File: src/rtl/mul_seq_ctrl.sv
// Shift-add sequencer that turns a shared WIDTH+1-bit adder into an unsigned WIDTH x WIDTH multiplier.
// Optional zero-operand fast path: define MUL_ZERO_SKIP_EN.
//
// state  | meaning
// S_IDLE | waiting for start; operands latched on accept
// S_CALC | one shift-add iteration per cycle, WIDTH iterations
// S_DONE | product valid, one-cycle done pulse
module mul_seq_ctrl #(
  parameter int WIDTH = 32,
  parameter int CNT_W = 6
) (
  input  logic               clk,
  input  logic               rst_n,
  input  logic               start,
  input  logic [WIDTH-1:0]   a,
  input  logic [WIDTH-1:0]   b,
  output logic               busy,
  output logic               done,
  output logic [2*WIDTH-1:0] product,
  output logic [WIDTH-1:0]   add_a,
  output logic [WIDTH-1:0]   add_b,
  output logic               add_c0,
  input  logic [WIDTH:0]     add_s
);

  typedef enum logic [1:0] {S_IDLE, S_CALC, S_DONE} state_t;

  state_t               r_state;
  logic [WIDTH-1:0]     r_a;
  logic [WIDTH-1:0]     r_p_hi;
  logic [WIDTH-1:0]     r_p_lo;
  logic [CNT_W-1:0]     r_cnt;
  logic [2*WIDTH-1:0]   r_product;
  logic                 r_busy;
  logic                 r_done;
  logic                 w_last;

  assign w_last  = (r_cnt == CNT_W'(WIDTH-1));
  assign add_a   = r_p_hi;
  assign add_b   = r_p_lo[0] ? r_a : '0;
  assign add_c0  = 1'b0;
  assign busy    = r_busy;
  assign done    = r_done;
  assign product = r_product;

  always_ff @(posedge clk or negedge rst_n) begin
    if (!rst_n) begin
      r_state   <= S_IDLE;
      r_a       <= '0;
      r_p_hi    <= '0;
      r_p_lo    <= '0;
      r_cnt     <= '0;
      r_product <= '0;
      r_busy    <= 1'b0;
      r_done    <= 1'b0;
    end else begin
      case (r_state)
        S_IDLE: begin
          r_done <= 1'b0;
          if (start) begin
            r_a    <= a;
            r_p_lo <= b;
            r_p_hi <= '0;
            r_cnt  <= '0;
`ifdef MUL_ZERO_SKIP_EN
            if ((a == '0) || (b == '0)) begin
              r_product <= '0;
              r_done    <= 1'b1;
              r_state   <= S_DONE;
            end else begin
              r_busy  <= 1'b1;
              r_state <= S_CALC;
            end
`else
            r_busy  <= 1'b1;
            r_state <= S_CALC;
`endif
          end
        end
        S_CALC: begin
          // adder carry lands in the MSB of the shifted partial product
          r_p_hi <= add_s[WIDTH:1];
          r_p_lo <= {add_s[0], r_p_lo[WIDTH-1:1]};
          r_cnt  <= r_cnt + 1'b1;
          if (w_last) begin
            r_product <= {add_s, r_p_lo[WIDTH-1:1]};
            r_busy    <= 1'b0;
            r_done    <= 1'b1;
            r_state   <= S_DONE;
          end
        end
        S_DONE: begin
          r_done  <= 1'b0;
          r_busy  <= 1'b0;
          r_state <= S_IDLE;
        end
        default: begin
          r_busy  <= 1'b0;
          r_done  <= 1'b0;
          r_state <= S_IDLE;
        end
      endcase
    end
  end

endmodule

File: config.mk
export PLATFORM = sky130hd
export DESIGN_NAME = mul_seq_ctrl
export DESIGN_NICKNAME = d
export VERILOG_FILES = /design/src/rtl/mul_seq_ctrl.sv
export SDC_FILE = /design/constraint.sdc
export NUM_CORES = 1
export LEC_CHECK = 0
export ABC_CLOCK_PERIOD_IN_PS = 2700
export BUFFER_PORTS_ARGS = -buffer_cell sky130_fd_sc_hd__clkbuf_2
export CAP_MARGIN = 20
export CELL_PAD_IN_SITES_DETAIL_PLACEMENT = 1
export CELL_PAD_IN_SITES_GLOBAL_PLACEMENT = 1
export CORE_MARGIN = 1.5
export CORE_UTILIZATION = 33
export CTS_CLUSTER_SIZE = 8
export DETAILED_ROUTE_END_ITERATION = 10
export GPL_ROUTABILITY_DRIVEN = 0
export PLACE_DENSITY = 0.69
export SLEW_MARGIN = 20
export SYNTH_ARGS = -nofsm -noshare
export SYNTH_HDL_FRONTEND = slang
export SYNTH_SLANG_ARGS = --single-unit
File: constraint.sdc
create_clock -name clk -period 2.7 [get_ports clk]
set_clock_uncertainty 0.1 [all_clocks]
set_input_delay 0 -clock clk [delete_from_list [all_inputs] [get_ports clk]]
set_output_delay 0 -clock clk [all_outputs]
set_load 0.03 [all_outputs]
==> reports/results.txt, run 1 <==
status -> finished, final reports clean
WP data arrival -> 2310 ps
full die area -> 21,500 µm²
Die Span Y -> 147 µm
P_sw -> 2.31 mW
most common cell after layout, fill and taps aside -> clkbuf_2
clk sinks -> 169
row count -> 52
Final #Nets -> 987
Distinct cells, synth -> 37
initial drt markers -> 184
Peak Freq -> 471 MHz
Core Region -> 20,200 µm²
initial antenna violation count -> 0
number of global-route vias before repair -> 6,099
Final Hold Vio Count -> 0
actual slew at the worst max-slew pin -> 922 ps
Post-route DRC -> 0
Max-Cap Viols -> 0
worst-skew pair later-pin latency -> 410 ps
Port Buffers -> 229
CTS tree -> built
synthesized area -> 6820 µm²
Mean Syn Cell Area -> 12.2 µm²
max-slew violations -> 0
sequential share of the synthesized area -> 62.0%
post-DP HPWL -> 12,200 µm
CTS Buffer Depth -> 2
overflow left after global routing -> 0
via count -> 5,502
layout cell share with drive strength beyond 1 -> 38.4%
slowest CP cell -> dfrtp_1
Slew headroom -> 38.6%
Period minus WS final -> 2120 ps
Fin Setup TNS -> 0 ps
Clock transition at path regs -> 70 ps
FF+latch count, synth -> 169
final WL -> 19,900 µm
Net Count, Synth -> 662
CP peak stage delay -> 420 ps
Root Driver -> clkbuf_16
Clk pwr share -> 34.3%
die width -> 147 µm
router iterations before antenna repair -> 4
# IOs -> 231
Final Cycle Share -> 78.6%
Worst Setup Start Kind -> register
Ant. Diodes -> 0
Util after Layout -> 48.5%
CP Capture Type -> register
Total GRT Usage -> 19.1%
worst hold path type -> input pin to register
first-pass GRT wire length -> 32,600 µm
most frequent cells in the layout -> 228 x clkbuf_2, 168 x dfrtp_1, 132 x nand2_1
Peak VDD IR -> 0.435 mV
cts repair resizes -> 0
Int Pwr -> 5.04 mW
largest net degree at the start of global routing -> 72
YS warnings -> 0
power density over the cells -> 748 nW/µm²
sequential share of power -> 44.5%
DR WL/cell -> 17.0 µm
Via-to-Cell Ratio -> 4.71
Comb pwr share -> 21.2%
total CTS buffers -> 17
CP Cell Sequence -> ha_1, and4bb_2, nand2_4, buf_4, mux2_1
worst-path maximum fanout -> 23
Gate Count Post-Synth -> 561
Setup Buffers After CTS -> 0
Detail Route Antenna Nets -> 0
critical path class -> register to register
P_leak -> 4.81 nW
H-tree depth -> 4
Initial Util -> 33.7%
P&R area growth vs syn -> 43.9%
CP required -> 2890 ps
Final setup viols -> 0
unrepaired setup endpoints after global routing -> false
switching portion of total power -> 31.4%
-- metal layers --
metal  track usage, %  routed length (µm)  up-vias
li1                 -                   -     2565
met1             24.4                8760     2755
met2             32.0                9910      160
met3             4.35                 910       22
met4             6.57                 315        0
met5                0                   0        -
-- Yosys cell counts, drive strengths merged --
cell type,n,area (µm²)
and4bb,1,12.5
inv,1,3.75
a22oi,31,233
clkbuf,13,98.9
a21oi,1,5.00
xor2,1,8.76
mux2,64,736
dfrtp,169,4230
nand4,2,12.5
o21ai,36,180
and3,1,7.51
o21bai,1,11.3
o21a,1,7.51
mux2i,2,20.0
or3b,1,8.76
a221o,1,10.0
nand3b,1,7.51
nand2b,2,12.5
and2,32,200
nor2b,2,12.5
nand3,1,5.00
buf,26,159
conb,1,3.75
nand2,133,507
nor3b,2,20.0
ha,1,12.5
a22o,33,289
and3b,1,8.76
-- power by group through the flow --
| stage | combinational (mW) | clock (mW) | sequential, mW |
|---|---|---|---|
| after floorplan | 0.794 | 0 | 3.40 |
| after global placement | 1.42 | 0 | 3.29 |
| after detailed placement | 1.45 | 0 | 3.30 |
| after CTS | 1.57 | 2.59 | 3.26 |
| after global routing | 1.72 | 2.68 | 3.32 |
| final | 1.56 | 2.52 | 3.27 |
-- critical path, delay by kind of cell (launching register included) --
family / cells / cell delay, ps
muxes: 1 / 360
buffers and inverters: 1 / 260
DFF: 1 / 420
adders and majority gates: 1 / 270
and+or+nand+nor: 2 / 560
-- area by class of cell --
| type | instances | area [µm²] |
|---|---|---|
| sequential | 169 | 4230 |
| tap | 270 | 338 |
| clock buffer | 18 | 429 |
| inverter | 1 | 3.75 |
| timing repair buffer | 345 | 2300 |
| fill | 2220 | 10400 |
| clock inverter | 13 | 166 |
| multi-input combinational | 352 | 2350 |
-- worst paths after layout --
path	startpoint	endpoint	slack (ps)	depth (start not counted)
worst max-delay path	r_cnt[0]	product[37]	580	5
worst min-delay path	a[13]	r_a[13]	220	4
worst max register to register	r_cnt[0]	product[37]	580	5
worst min register to register	r_a[0]	r_a[0]	370	2
max in group asynchronous	rst_n	product[20]	750	4
min in group asynchronous	rst_n	product[18]	510	3
-- flip-flops by register name, indices dropped and copies added, names as in the netlist --
register and flops:
product 64, add_a 32, r_a 32, r_p_lo 32, r_cnt 6, r_state 2, done 1
-- per-stage QoR --
stage	area (µm²)	setup WS, ps	power [mW]	cells	hold WS, ps
3_5_place_dp	8210	574	4.75	1036	-121
3_3_place_gp	8210	629	4.71	1036	-118
5_1_grt	9820	478	7.72	1168	225
2_1_floorplan	6820	971	4.19	561	-396
4_1_cts	9820	562	7.42	1168	188
6_report	9820	578	7.34	1168	215
-- repair_timing --
item	CTS	global route
endpoints found under the hold margin	298	0
hold buffers	101	0
endpoints found under the setup margin	0	0
-- cells by family (layout without fill, tap and decap cells) --
group / count (synthesis) / count (layout) / share of synthesized area, %
adders and majority gates: 1 / 1 / 0.183
AOI/OAI and AO/OA: 104 / 104 / 10.8
DFF: 169 / 169 / 62.0
other: 1 / 1 / 0.0550
buffers and inverters: 40 / 377 / 3.83
muxes: 66 / 66 / 11.1
and+or+nand+nor: 179 / 179 / 11.9
xor gates and xnor gates: 1 / 1 / 0.128
Note: power is estimated with default switching activity, not from simulation.
==> inputs of run 2 (changes only) <==
--- a/config.mk
+++ b/config.mk
@@ -5,7 +5,7 @@
 export SDC_FILE = /design/constraint.sdc
 export NUM_CORES = 1
 export LEC_CHECK = 0
-export ABC_CLOCK_PERIOD_IN_PS = 2700
+export ABC_CLOCK_PERIOD_IN_PS = 1880
 export BUFFER_PORTS_ARGS = -buffer_cell sky130_fd_sc_hd__clkbuf_2
 export CAP_MARGIN = 20
 export CELL_PAD_IN_SITES_DETAIL_PLACEMENT = 1
@@ -15,7 +15,7 @@
 export CTS_CLUSTER_SIZE = 8
 export DETAILED_ROUTE_END_ITERATION = 10
 export GPL_ROUTABILITY_DRIVEN = 0
-export PLACE_DENSITY = 0.69
+export PLACE_DENSITY = 0.72
 export SLEW_MARGIN = 20
 export SYNTH_ARGS = -nofsm -noshare
 export SYNTH_HDL_FRONTEND = slang
==> constraint.sdc (replaced) <==
create_clock -name clk -period 1.88 [get_ports clk]
set_clock_uncertainty 0.1 [all_clocks]
set_input_delay 0 -clock clk [delete_from_list [all_inputs] [get_ports clk]]
set_output_delay 0 -clock clk [all_outputs]
set_load 0.03 [all_outputs]
==> run 2 against run 1 <==
- sequential share of layout area is 0.65 points lower
- worst setup slack worse by 510 ps
- wire length is 3.0% higher
- clock power rose by 37%
- total power is 43% higher
- critical path type unchanged
==> reports/results.txt, run 2 (same netlist as run 1, synthesis figures left out) <==
overflow left after global routing -> 0 (unchanged)
power density over the cells -> 1050 nW/µm² (was 748 nW/µm²)
Die Span Y -> 147 µm (unchanged)
Final Hold Vio Count -> 0 (unchanged)
Core Region -> 20,200 µm² (unchanged)
worst reg2reg setup slack -> 70 ps (was 580 ps)
RR Endpoint -> product[19] (was product[37])
critical path class -> register to register (unchanged)
Clock transition at path regs -> 60 ps (was 70 ps)
Root Driver -> clkbuf_16 (unchanged)
Peak VDD IR -> 0.610 mV (was 0.435 mV)
Buf+Inv Stages, Crit Path -> 1 (unchanged)
most frequent cells in the layout -> 228 x clkbuf_2, 168 x dfrtp_1, 132 x nand2_1 (unchanged)
layout cell share with drive strength beyond 1 -> 38.8% (was 38.4%)
Detail Route Antenna Nets -> 0 (unchanged)
crit path launch -> r_cnt[1] (was r_cnt[0])
post-DP HPWL -> 12,600 µm (was 12,200 µm)
final WL -> 20,500 µm (was 19,900 µm)
Final Cycle Share -> 96.1% (was 78.6%)
R2R depth -> 5 (unchanged)
P_leak -> 4.86 nW (was 4.81 nW)
largest net degree at the start of global routing -> 58 (was 72)
Placed Cells -> 1,042 (was 1,036)
CP Capture Type -> register (unchanged)
Max-Cap Viols -> 0 (unchanged)
H-tree depth -> 4 (unchanged)
CTS Buffer Depth -> 2 (unchanged)
Post-route DRC -> 0 (unchanged)
Final Power -> 10.5 mW (was 7.34 mW)
router iterations before antenna repair -> 4 (unchanged)
WP data arrival -> 2000 ps (was 2310 ps)
post-route insts no fill -> 1,173 (was 1,168)
max-slew violations -> 0 (unchanged)
CTS tree -> built (unchanged)
Fin Setup TNS -> 0 ps (unchanged)
via count -> 5,576 (was 5,502)
row count -> 52 (unchanged)
Ant. Diodes -> 0 (unchanged)
Util after Layout -> 49.3% (was 48.5%)
P&R area growth vs syn -> 46.1% (was 43.9%)
number of global-route vias before repair -> 6,297 (was 6,099)
# IOs -> 231 (unchanged)
initial drt markers -> 231 (was 184)
unrepaired setup endpoints after global routing -> false (unchanged)
worst-path maximum fanout -> 23 (unchanged)
crit path to -> product[19] (was product[37])
Final #Nets -> 992 (was 987)
CP Cell Sequence -> ha_1, and4bb_2, nand2_8, buf_16, mux2_2 (was ha_1, and4bb_2, nand2_4, buf_4, mux2_1)
Period minus WS final -> 1810 ps (was 2120 ps)
instance count on the critical path -> 5 (unchanged)
slowest CP cell -> dfrtp_1 (unchanged)
Via-to-Cell Ratio -> 4.75 (was 4.71)
worst hold path type -> input pin to register (unchanged)
worst-skew pair later-pin latency -> 420 ps (was 410 ps)
die width -> 147 µm (unchanged)
HP Start -> start (was a[13])
Peak Freq -> 553 MHz (was 471 MHz)
CP peak stage delay -> 410 ps (was 420 ps)
worst r2r src -> r_cnt[1] (was r_cnt[0])
family with the most delay on the worst path -> flip-flops (was simple AND/OR/NAND/NOR gates)
first-pass GRT wire length -> 33,600 µm (was 32,600 µm)
Worst Setup Start Kind -> register (unchanged)
most common cell after layout, fill and taps aside -> clkbuf_2 (unchanged)
Total GRT Usage -> 19.8% (was 19.1%)
Port Buffers -> 229 (unchanged)
status -> finished, final reports clean (unchanged)
Initial Util -> 33.7% (unchanged)
full die area -> 21,500 µm² (unchanged)
total CTS buffers -> 17 (unchanged)
max reg flops -> 64 (unchanged)
Final setup viols -> 0 (unchanged)
CP required -> 2080 ps (was 2890 ps)
DR WL/cell -> 17.5 µm (was 17.0 µm)
clk sinks -> 169 (unchanged)
initial antenna violation count -> 0 (unchanged)
==> run 2: area by class of cell <==
cell class | instances | area [µm²]
Inverter | 1 | 3.75
Clock inverter | 9 | 116
Multi-Input combinational cell | 352 | 2360
Fill cell | 2176 | 10300
Timing Repair Buffer | 350 | 2470
Sequential cell | 169 | 4230
Tap cell | 270 | 338
Clock buffer | 22 | 454
==> run 2: power breakdown <==
group	total (mW)	switching [mW]	internal (mW)
logic	2.39	1.44	0.959
clock network	3.46	1.46	2.00
registers	4.62	0.390	4.23
total	10.5	3.28	7.19
==> run 2: through the flow <==
stage / hold slack, ps / setup slack [ps] / cell area (µm²)
global placement: -159 / 94.0 / 8360
finish: 41.3 / 72.8 / 9970
CTS: 22.8 / 42.9 / 9930
floorplan: -396 / 151 / 6820
detailed placement: -161 / 46.8 / 8360
global route: 80.1 / 6.32 / 9970
==> run 2: routing by layer <==
layer	up-vias	routed length, µm	track usage [%]
met1	2789	8640	23.9
met5	-	0	0
met4	0	549	7.32
li1	2587	-	-
met2	167	10300	34.0
met3	33	1040	5.34
==> run 2: how the worst min path moves through the flow <==
stage / cells after the start / endpoint / slack, ps
floorplan: 0 / add_a[0] / -400
global placement: 1 / product[9] / -160
detailed placement: 1 / product[9] / -160
CTS: 4 / r_p_lo[0] / 20
global route: 3 / product[6] / 80
finish: 4 / r_p_lo[0] / 40
==> run 2: worst reg2reg max path: cells and delay by family (launching register included) <==
kind | cells | cell delay, ps
mux | 1 | 380
fa+ha+maj | 1 | 210
simple gates | 2 | 410
flops | 1 | 410
buf+inv | 1 | 200
==> run 2: repair_timing <==
action / CTS / global route
gates resized for setup: 0 / 2
hold endpoints to repair: 298 / 0
hold buffers: 99 / 0
endpoints found under the setup margin: 0 / 34
buffers inserted: 0 / 0
==> inputs of run 3 (changes only) <==
--- a/config.mk
+++ b/config.mk
@@ -16,7 +16,7 @@
 export DETAILED_ROUTE_END_ITERATION = 10
 export GPL_ROUTABILITY_DRIVEN = 0
 export PLACE_DENSITY = 0.72
-export SLEW_MARGIN = 20
+export SLEW_MARGIN = 0
 export SYNTH_ARGS = -nofsm -noshare
 export SYNTH_HDL_FRONTEND = slang
 export SYNTH_SLANG_ARGS = --single-unit
==> constraint.sdc (replaced) <==
create_clock -name clk -period 1.88 [get_ports clk]
set_clock_uncertainty 0.1 [all_clocks]
set_input_delay 0 -clock clk [delete_from_list [all_inputs] [get_ports clk]]
set_output_delay 0 -clock clk [all_outputs]
set_load 0.05 [all_outputs]
==> run 3 against run 2 <==
- cell area is 0.21% higher
- sequential power hardly changed
- wire length fell by 0.21%
- cell count barely moved
- critical path type unchanged
- core utilization rose by 0.11 points
- largest cell class unchanged
- clock-buffer cell count shrank 3
- critical endpoint is now product[5]
==> reports/results.txt, run 3 (same netlist as run 1, synthesis figures left out) <==
CP Capture Type -> register (unchanged)
Root Driver -> clkbuf_16 (unchanged)
Peak Freq -> 552 MHz (was 553 MHz)
number of global-route vias before repair -> 6,280 (was 6,297)
clk sinks -> 169 (unchanged)
largest net degree at the start of global routing -> 58 (unchanged)
R2R depth -> 5 (unchanged)
worst-skew pair later-pin latency -> 410 ps (was 420 ps)
busiest metal layer after global routing -> met2 (unchanged)
worst-path maximum fanout -> 23 (unchanged)
via count -> 5,585 (was 5,576)
Clock transition at path regs -> 70 ps (was 60 ps)
worst r2r src -> r_cnt[1] (unchanged)
initial drt markers -> 217 (was 231)
most frequent cells in the layout -> 228 x clkbuf_2, 168 x dfrtp_1, 132 x nand2_1 (unchanged)
Fin Setup TNS -> 0 ps (unchanged)
Final Hold Vio Count -> 0 (unchanged)
worst hold path type -> input pin to register (unchanged)
Detail Route Antenna Nets -> 0 (unchanged)
total CTS buffers -> 17 (unchanged)
die width -> 147 µm (unchanged)
router iterations before antenna repair -> 4 (unchanged)
HP Start -> start (unchanged)
RR Endpoint -> product[5] (was product[19])
Final setup viols -> 0 (unchanged)
Ant. Diodes -> 0 (unchanged)
Initial Util -> 33.7% (unchanged)
Port Buffers -> 229 (unchanged)
Die Span Y -> 147 µm (unchanged)
final WL -> 20,400 µm (was 20,500 µm)
layout filler cell count -> 2,180 (was 2,176)
global-route met2 utilization -> 34.1% (was 34.0%)
Final #Nets -> 992 (unchanged)
met3 Use GR -> 4.41% (was 5.34%)
smallest hold slack -> 20.9 ps (was 41.3 ps)
Setup WS post-layout -> 69.4 ps (was 72.8 ps)
hold path cells -> 4 (unchanged)
Total GRT Usage -> 19.3% (was 19.8%)
Worst Setup Start Kind -> register (unchanged)
H-tree depth -> 4 (unchanged)
Place WS -> 44.6 ps (was 46.8 ps)
Via-to-Cell Ratio -> 4.76 (was 4.75)
post-DP HPWL -> 12,400 µm (was 12,600 µm)
CP Cell Sequence -> ha_1, and4bb_2, nand2_8, buf_12, mux2_2 (was ha_1, and4bb_2, nand2_8, buf_16, mux2_2)
initial antenna violation count -> 0 (unchanged)
CTS Buffer Depth -> 2 (unchanged)
# IOs -> 231 (unchanged)
layout cell share with drive strength beyond 1 -> 39.2% (was 38.8%)
DR WL/cell -> 17.4 µm (was 17.5 µm)
CP peak stage delay -> 410 ps (about the same)
row count -> 52 (unchanged)
Final Cycle Share -> 96.3% (was 96.1%)
Post-route DRC -> 0 (unchanged)
max-slew violations -> 0 (unchanged)
first-pass GRT wire length -> 33,000 µm (was 33,600 µm)
Core Region -> 20,200 µm² (unchanged)
CP required -> 2080 ps (about the same)
max reg flops -> 64 (unchanged)
critical path class -> register to register (unchanged)
most common cell after layout, fill and taps aside -> clkbuf_2 (unchanged)
Peak VDD IR -> 0.607 mV (was 0.610 mV)
worst hold path endpoint -> r_p_lo[0] (unchanged)
P&R area growth vs syn -> 46.5% (was 46.1%)
overflow left after global routing -> 0 (unchanged)
status -> finished, final reports clean (unchanged)
Max-Cap Viols -> 0 (unchanged)
power density over the cells -> 1100 nW/µm² (was 1050 nW/µm²)
unrepaired setup endpoints after global routing -> false (unchanged)
slowest CP cell -> dfrtp_1 (unchanged)
Period minus WS final -> 1810 ps (about the same)
full die area -> 21,500 µm² (unchanged)
WP data arrival -> 2010 ps (was 2000 ps)
P_leak -> 4.86 nW (about the same)
CTS tree -> built (unchanged)
worst reg2reg setup slack -> 70 ps (about the same)
met1 Usage GRT -> 23.4% (was 23.9%)
-- run 3: changes by cell type in the layout (fill, tap and decap cells not counted), moves of 2 or more --
cell	before	now
clkbuf_1	4	1
clkinv_4	3	1
clkinv_2	1	3
buf_12	10	12
clkinvlp_4	1	3
-- run 3: how the worst max path moves through the flow --
stage,from,end
6_report,r_cnt[1],product[5]
5_1_grt,r_cnt[1],product[5]
4_1_cts,r_cnt[1],product[40]
3_5_place_dp,r_cnt[1],product[40]
3_3_place_gp,r_cnt[1],product[38]
2_1_floorplan,r_state[0],product[1]
-- run 3: area by class of cell --
| cell class | count | area, µm² | area share [%] |
|---|---|---|---|
| flip-flops and latches | 169 | 4230 | 42.3 |
| well taps | 270 | 338 | 3.38 |
| inverters | 1 | 3.75 | 0.0376 |
| clock buffers | 19 | 443 | 4.43 |
| repair buffers | 350 | 2470 | 24.8 |
| clock inverters | 13 | 144 | 1.44 |
| multi-input cells | 352 | 2360 | 23.6 |
-- run 3: stage by stage --
stage               area (µm²)  total power [mW]  cells  utilization (%)
CTS                       9960              11.1   1173             49.2
global route              9990              11.5   1174             49.4
finish                    9990              11.0   1174             49.4
floorplan                 6820              6.46    561                -
detailed placement        8370              7.36   1042             41.4
global placement          8370              7.28   1042             41.4
-- run 3: repair_timing --
| action | in CTS | in global routing |
|---|---|---|
| hold buffers | 99 | 0 |
| buffers inserted | 0 | 0 |
| endpoints found under the setup margin | 0 | 29 |
| gates resized for setup | 0 | 1 |
| endpoints found under the hold margin | 298 | 0 |
-- run 3: metal layers --
metal | vias to the layer above | share of wire, % | routed length (µm)
li1 | 2584 | - | -
met1 | 2817 | 42 | 8660
met2 | 162 | 51 | 10400
met3 | 22 | 4.8 | 978
met4 | 0 | 1.8 | 370
met5 | - | 0 | 0
-- run 3: worst max-delay path: cells and delay by family (launching register included) --
| kind | cells | cell delay, ps |
|---|---|---|
| simple gates | 2 | 410 |
| flops | 1 | 410 |
| mux | 1 | 360 |
| fa+ha+maj | 1 | 210 |
| buf+inv | 1 | 200 |
-- run 3: where the power goes --
part | internal (mW) | leakage, nW | switching [mW]
clock | 2.01 | 0.282 | 1.50
sequential | 4.23 | 2.04 | 0.403
combinational | 0.974 | 2.55 | 1.87
